$ cat src/rtl/vector_mac_acc_ctrl.sv
// Sequencing/accumulation controller in front of vector_MAC_int: streams LEN operand
// pairs into the MAC, recirculates c_ab as the running sum, and presents the result.
module vector_mac_acc_ctrl #(
  parameter int REG_WIDTH = 16,
  parameter int VECTOR    = 8,
  parameter int LEN_WIDTH = 8
) (
  input  logic                                clk,
  input  logic                                rst,
  input  logic                                start,
  input  logic [LEN_WIDTH-1:0]                len,
  input  logic [VECTOR-1:0][REG_WIDTH-1:0]    bias_in,
  input  logic                                in_valid,
  output logic                                in_ready,
  input  logic [VECTOR-1:0][REG_WIDTH-1:0]    a_in,
  input  logic [VECTOR-1:0][REG_WIDTH-1:0]    b_in,
  output logic [VECTOR-1:0][REG_WIDTH-1:0]    mac_a,
  output logic [VECTOR-1:0][REG_WIDTH-1:0]    mac_b,
  output logic [VECTOR-1:0][REG_WIDTH-1:0]    mac_c,
  input  logic [VECTOR-1:0][REG_WIDTH-1:0]    mac_c_ab,
  output logic                                out_valid,
  input  logic                                out_ready,
  output logic [VECTOR-1:0][REG_WIDTH-1:0]    out_data,
  output logic                                busy
);

  typedef enum logic [1:0] {
    IDLE  = 2'd0,
    RUN   = 2'd1,
    DRAIN = 2'd2,
    DONE  = 2'd3
  } state_t;

  localparam logic [LEN_WIDTH-1:0] ONE = LEN_WIDTH'(1);

  state_t                           state, state_nxt;
  logic [LEN_WIDTH-1:0]             count, len_q;
  logic [VECTOR-1:0][REG_WIDTH-1:0] bias_q;
  logic                             first;
  logic                             issue;

  // NOTE: sequential state uses non-blocking assignments so every register samples
  // pre-edge values; blocking here would create order-dependent simulation results.
  always_ff @(posedge clk) begin
    if (rst) begin
      state    <= IDLE;
      count    <= '0;
      len_q    <= '0;
      bias_q   <= '0;
      first    <= 1'b0;
      out_data <= '0;
    end else begin
      state <= state_nxt;
      case (state)
        IDLE: begin
          if (start) begin
            if (len != '0) begin
              len_q  <= len;
              bias_q <= bias_in;
              count  <= '0;
              first  <= 1'b1;
            end else begin
              out_data <= bias_in;
            end
          end
        end
        RUN: begin
          if (issue) begin
            count <= count + ONE;
            first <= 1'b0;
          end
        end
        DRAIN: out_data <= mac_c_ab;
        DONE: ;
      endcase
    end
  end

  // NOTE: every combinational output gets a default before the case so no path
  // leaves a signal unassigned, which would otherwise infer a latch.
  always_comb begin
    state_nxt = state;
    in_ready  = 1'b0;
    issue     = 1'b0;
    mac_a     = '0;
    mac_b     = '0;
    mac_c     = '0;
    case (state)
      IDLE: begin
        if (start) state_nxt = (len != '0) ? RUN : DONE;
      end
      RUN: begin
        in_ready = (count < len_q);
        issue    = in_valid & in_ready;
        // Zero operands on bubbles make the MAC simply re-register its own sum.
        mac_c    = first ? bias_q : mac_c_ab;
        if (issue) begin
          mac_a = a_in;
          mac_b = b_in;
          if (count + ONE == len_q) state_nxt = DRAIN;
        end
      end
      DRAIN: begin
        mac_c     = mac_c_ab;
        state_nxt = DONE;
      end
      DONE: begin
        if (out_ready) state_nxt = IDLE;
      end
    endcase
  end

  assign out_valid = (state == DONE);
  assign busy      = (state != IDLE);

endmodule

$ cat config.mk
export PLATFORM = sky130hd
export DESIGN_NAME = vector_mac_acc_ctrl
export DESIGN_NICKNAME = d
export VERILOG_FILES = /design/src/rtl/vector_mac_acc_ctrl.sv
export SDC_FILE = /design/constraint.sdc
export NUM_CORES = 1
export LEC_CHECK = 0
export ABC_AREA = 1
export CAP_MARGIN = 20
export CORE_AREA = 3 3 404 406
export CTS_CLUSTER_DIAMETER = 200
export DETAILED_ROUTE_END_ITERATION = 10
export DIE_AREA = 0 0 407 409
export GPL_ROUTABILITY_DRIVEN = 0
export GPL_TIMING_DRIVEN = 0
export PLACE_DENSITY = 0.3
export SYNTH_ARGS = -nofsm -noshare
export SYNTH_HDL_FRONTEND = slang
export SYNTH_SLANG_ARGS = --single-unit
$ cat constraint.sdc
create_clock -name clk -period 2.7 [get_ports clk]
set_input_delay 0.54 -clock clk [delete_from_list [all_inputs] [get_ports clk]]
set_output_delay 0.54 -clock clk [all_outputs]
set_load 0.005 [all_outputs]
* Word level (Yosys, flattened, before mapping) *
Index checks and enable logic that the tools add are counted.
W data, S select, Z words.

operators by class
  add/sub/neg operators = 1
  magnitude comparators = 1
  equal/unequal tests = 11
  multiplexer cells = 25
  bitwise logic cells = 1
  reduce and logical (&&, ||, !) cells = 9

operators by type and width
  cell                   count
  $mux W128              7
  $pmux W128 S2          2
  $mux W8                3
  $pmux W8 S2            1
  $ne A2 B2 Y1 const B   6
  $mux W2                5
  $add A8 B1 Y8 const B  1
  $eq A8 B8 Y1           1
  $lt A8 B8 Y1           1
  $pmux W2 S4            1
  $reduce_and A4 Y1      2
  $reduce_bool A8 Y1     1
  $reduce_and A3 Y1      2
  $reduce_bool A2 Y1     3
  $mux W1                5
  $eq A2 B2 Y1 const B   2
  $eq A2 B1 Y1 const B   1
  $logic_not A2 Y1       1
  $ne A2 B1 Y1 const B   1
  $pmux W1 S2            1
  $and A1 B1 Y1          1

storage, ports and cells
  register bits after elaboration = 275
  output and inout bits = 515
  logic and storage cells = 68

* Depth between registers and ports, before layout *
  depth in word-level cells = 5
  mapped depth = 15
  gate-level depth less buffers = 15

* Least setup slack after synthesis *
No wires, ideal clock.

  path type = reg-to-output
  start = reg count[2]
  end = out mac_a[100] (netlist name)
  data arrival time = 1.627 ns
  required time = 2.160 ns
  setup slack = 0.533 ns
  stages on the path, launching flop included = 13
  cell sequence = dfxtp_1 ha_1 nand2_1 inv_1 nand2_1 nand2_1 nand2_1 nand2_1 nor2_1 nand2_1 buf_2 buf_2 nor2_1

RTL lines
  element                 line  RTL
  start, declared         37    logic [LEN_WIDTH-1:0] count, len_q;
  start signal, assigned  69    count <= count + ONE;
  end, declared           17    output logic [VECTOR-1:0][REG_WIDTH-1:0] mac_a,

==> results.md <==
- Hold Path Cell Cnt: 2
- Maximum VDD drop: 0.000381 V
- Largest net degree at the start of global routing: 11
- Synthesis-to-finish area growth: 118%
- Slew Viols, Final: 0
- DR DRC count: 0
- Required time of the critical path: 2160 ps
- Failing checks: negative setup slack
- GR Overflow Total: 0
- Total wire length: 170 mm
- Initial DRT Pass Iterations: 5
- Post-route non-filler standard cell count: 6174
- Routed Antenna Nets: 0
- Design area: 35000 µm²
- Num CTS Buffers: 40
- Unrepaired setup endpoints after global routing: true
- WP data arrival: 2730 ps
- Worst hold path class: input pin to flop
- CP peak stage delay: 380 ps
- Share of the yosys chip area belonging to registers: 0.343
- Most common cell after layout, fill and taps aside: clkdlybuf4s50_1
- Clock Skews: 35.3 ps
- Setup violations, final: 464
- Clk Latency, worst-skew pair: 580 ps
- CP max FO: 7
- CTS tree: yes
- Power Density: 832 nW/µm²
- WHS: 459 ps
- Slowest-stage cell, CP: dfxtp_2
- CTS Sinks: 275
- # rows: 147
- Crit path launch type: flop
- Worst reg2reg setup slack: -290 ps
- Max Cap Viol: 0
- Dpl cell area: 29300 µm²
- Initial antenna violation count: 56
- Die Wd: 407 µm
- #FFs+latches synth: 275
- Buf/Inv on CP: 3
- Nets: 4508
- Vias in the first global route: 23700
- Crit path time final: 3270 ps
- Crit path max-delay family: simple AND/OR/NAND/NOR gates
- WL/cell: 27.6 µm
- Boundary pin count: 1040
- Die height: 409 µm
- Crit end category: output pin
- Core area: 160000 µm²
- Post-DP HPWL: 134 mm
- Synth warnings: 0
- Yosys cell types: 29
- Crit Path Category: flop to output pin
- Setup slack after layout: -574 ps
- Crit share post-route: 1.21
- Worst R2R Path Depth: 7
- Max Freq: 305 MHz
- Vias/cell: 3.76
- Mean Syn Cell Area: 5.90 µm²
- Worst Max-Slew Pin Slew: 1170 ps
- Worst-path cell chain: ha_4, a21oi_1, o21a_1, nand2_2, nor2_4, nand2_8, buf_12, buf_12, nor2_4, buf_2
- Clk buf depth: 3
- Hold-fix buffers, CTS: 0
- First-pass GRT wire length: 220 mm
- Post-Place Cells: 5930
- Layout cell share with drive strength beyond 1: 0.256
- Post-Syn Instances: 2722
- DRT iter0 DRCs: 1021
- Post-Syn Area: 16100 µm²
- Htree depth: 2
- Status: complete, but fails checks
- CTS clk-pin slew, worst paths: 60 ps
- Final hold vios: 0
- Hold Path End: count[1]
- Die ar.: 166000 µm²
- Synth Flop Type: dfxtp_1
- RR Endpoint: bias_q[57]
- Initial core utilization: 0.100
- # port buffers: 1038
- FF-to-FF Start: state[0]
- Total GRT Usage: 0.195
- Fraction of registers with async set/reset: 0
- Post-synth EDFFs: 0
- Relative slew margins: 0.223
- Via total after detailed routing: 23200
- Static leakage: 0.0155 µW
- Syn_nets: 3261
- Clock root buffer: clkbuf_16
- Hold_sp: rst
- Most frequent cells in the layout: clkdlybuf4s50_1 (653), nor2_1 (630), o21ai_0 (451)
[layout make-up]
type                            count  area, µm²
Tap cell                         2160       2700
Sequential cell                   275       5540
Fill cell                       18200     125000
Inverter                          415       1590
Multi-Input combinational cell   1831       9860
Antenna cell                       15       37.5
Timing Repair Buffer             1206      11800
Clock inverter                     10       97.6
Clock buffer                       62       1220
Buffer                            200       2140
[stage by stage]
stage	power [µW]	util	setup WS, ps	TNS, ps
floorplan	10400	-	533	0
global placement	18900	0.182	-1830	-546090
detailed placement	19000	0.183	-1800	-499960
CTS	29100	0.211	-668	-182820
global route	30800	0.219	-680	-197110
finish	29100	0.219	-574	-125750
[logic make-up (layout without fill, tap and decap cells)]
group,Yosys count,in the layout,share of synthesized area
AND/OR/NAND/NOR,1013,1013,0.241
AO/OA/AOI/OAI,804,804,0.252
buffers and inverters,616,1893,0.153
flip-flops,275,275,0.343
adder cells (fa/ha/maj),14,14,0.0109
other,0,15,0
[state kept, by name (all words and copies together), names as in the netlist]
signal	count
first	1
count	8
out_data	128
len_q	8
bias_q	128
state	2
[cell usage after synthesis (all sizes together) (2+ instances only)]
library cell    n  area share
ha             14       0.011
dfxtp         275        0.34
nor2          804        0.19
clkbuf         97       0.023
nand4           3      0.0012
nand3          21      0.0069
inv           414       0.097
buf           104       0.033
a21oi         273       0.085
a211oi          5      0.0023
o21a            2     0.00093
o21ai         523        0.16
nand2         182       0.043
[worst register-to-register path: cells and delay by family, from the launching register on]
kind                       cells  cell delay [ps]
adders and majority gates      1              130
buffers and inverters          3             1500
DFF                            1              360
AOI/OAI and AO/OA              1              170
and+or+nand+nor                2              650
[repair_timing]
action / CTS / global route
pin swaps: 111 / 27
setup endpoints to repair: 641 / 532
hold endpoints to repair: 0 / 0
buffers inserted: 114 / 17
gates cloned: 21 / 8
resized for setup: 2108 / 333
[where the power goes]
| part | internal [µW] | switching, µW | total [µW] |
|---|---|---|---|
| combinational | 7920 | 9880 | 17800 |
| clock | 3200 | 2330 | 5530 |
| sequential | 5140 | 671 | 5810 |
[worst max path at each step]
stage | start | end | slack (ps) | cells after the start
2_1_floorplan | count[2] | mac_a[100] | 530 | 12
4_1_cts | len_q[7] | mac_a[110] | -670 | 11
3_3_place_gp | state[0] | mac_c[80] | -1830 | 8
6_report | count[5] | mac_a[110] | -570 | 10
5_1_grt | len_q[6] | mac_a[110] | -680 | 11
3_5_place_dp | state[0] | mac_c[80] | -1800 | 8
[routing by layer]
layer / GRT usage / share of wire
met1: 0.189 / 0.34
met2: 0.379 / 0.55
met3: 0.0597 / 0.073
met4: 0.0778 / 0.038
met5: 0 / 0.0013
Note: power is estimated with default switching activity, not from simulation.
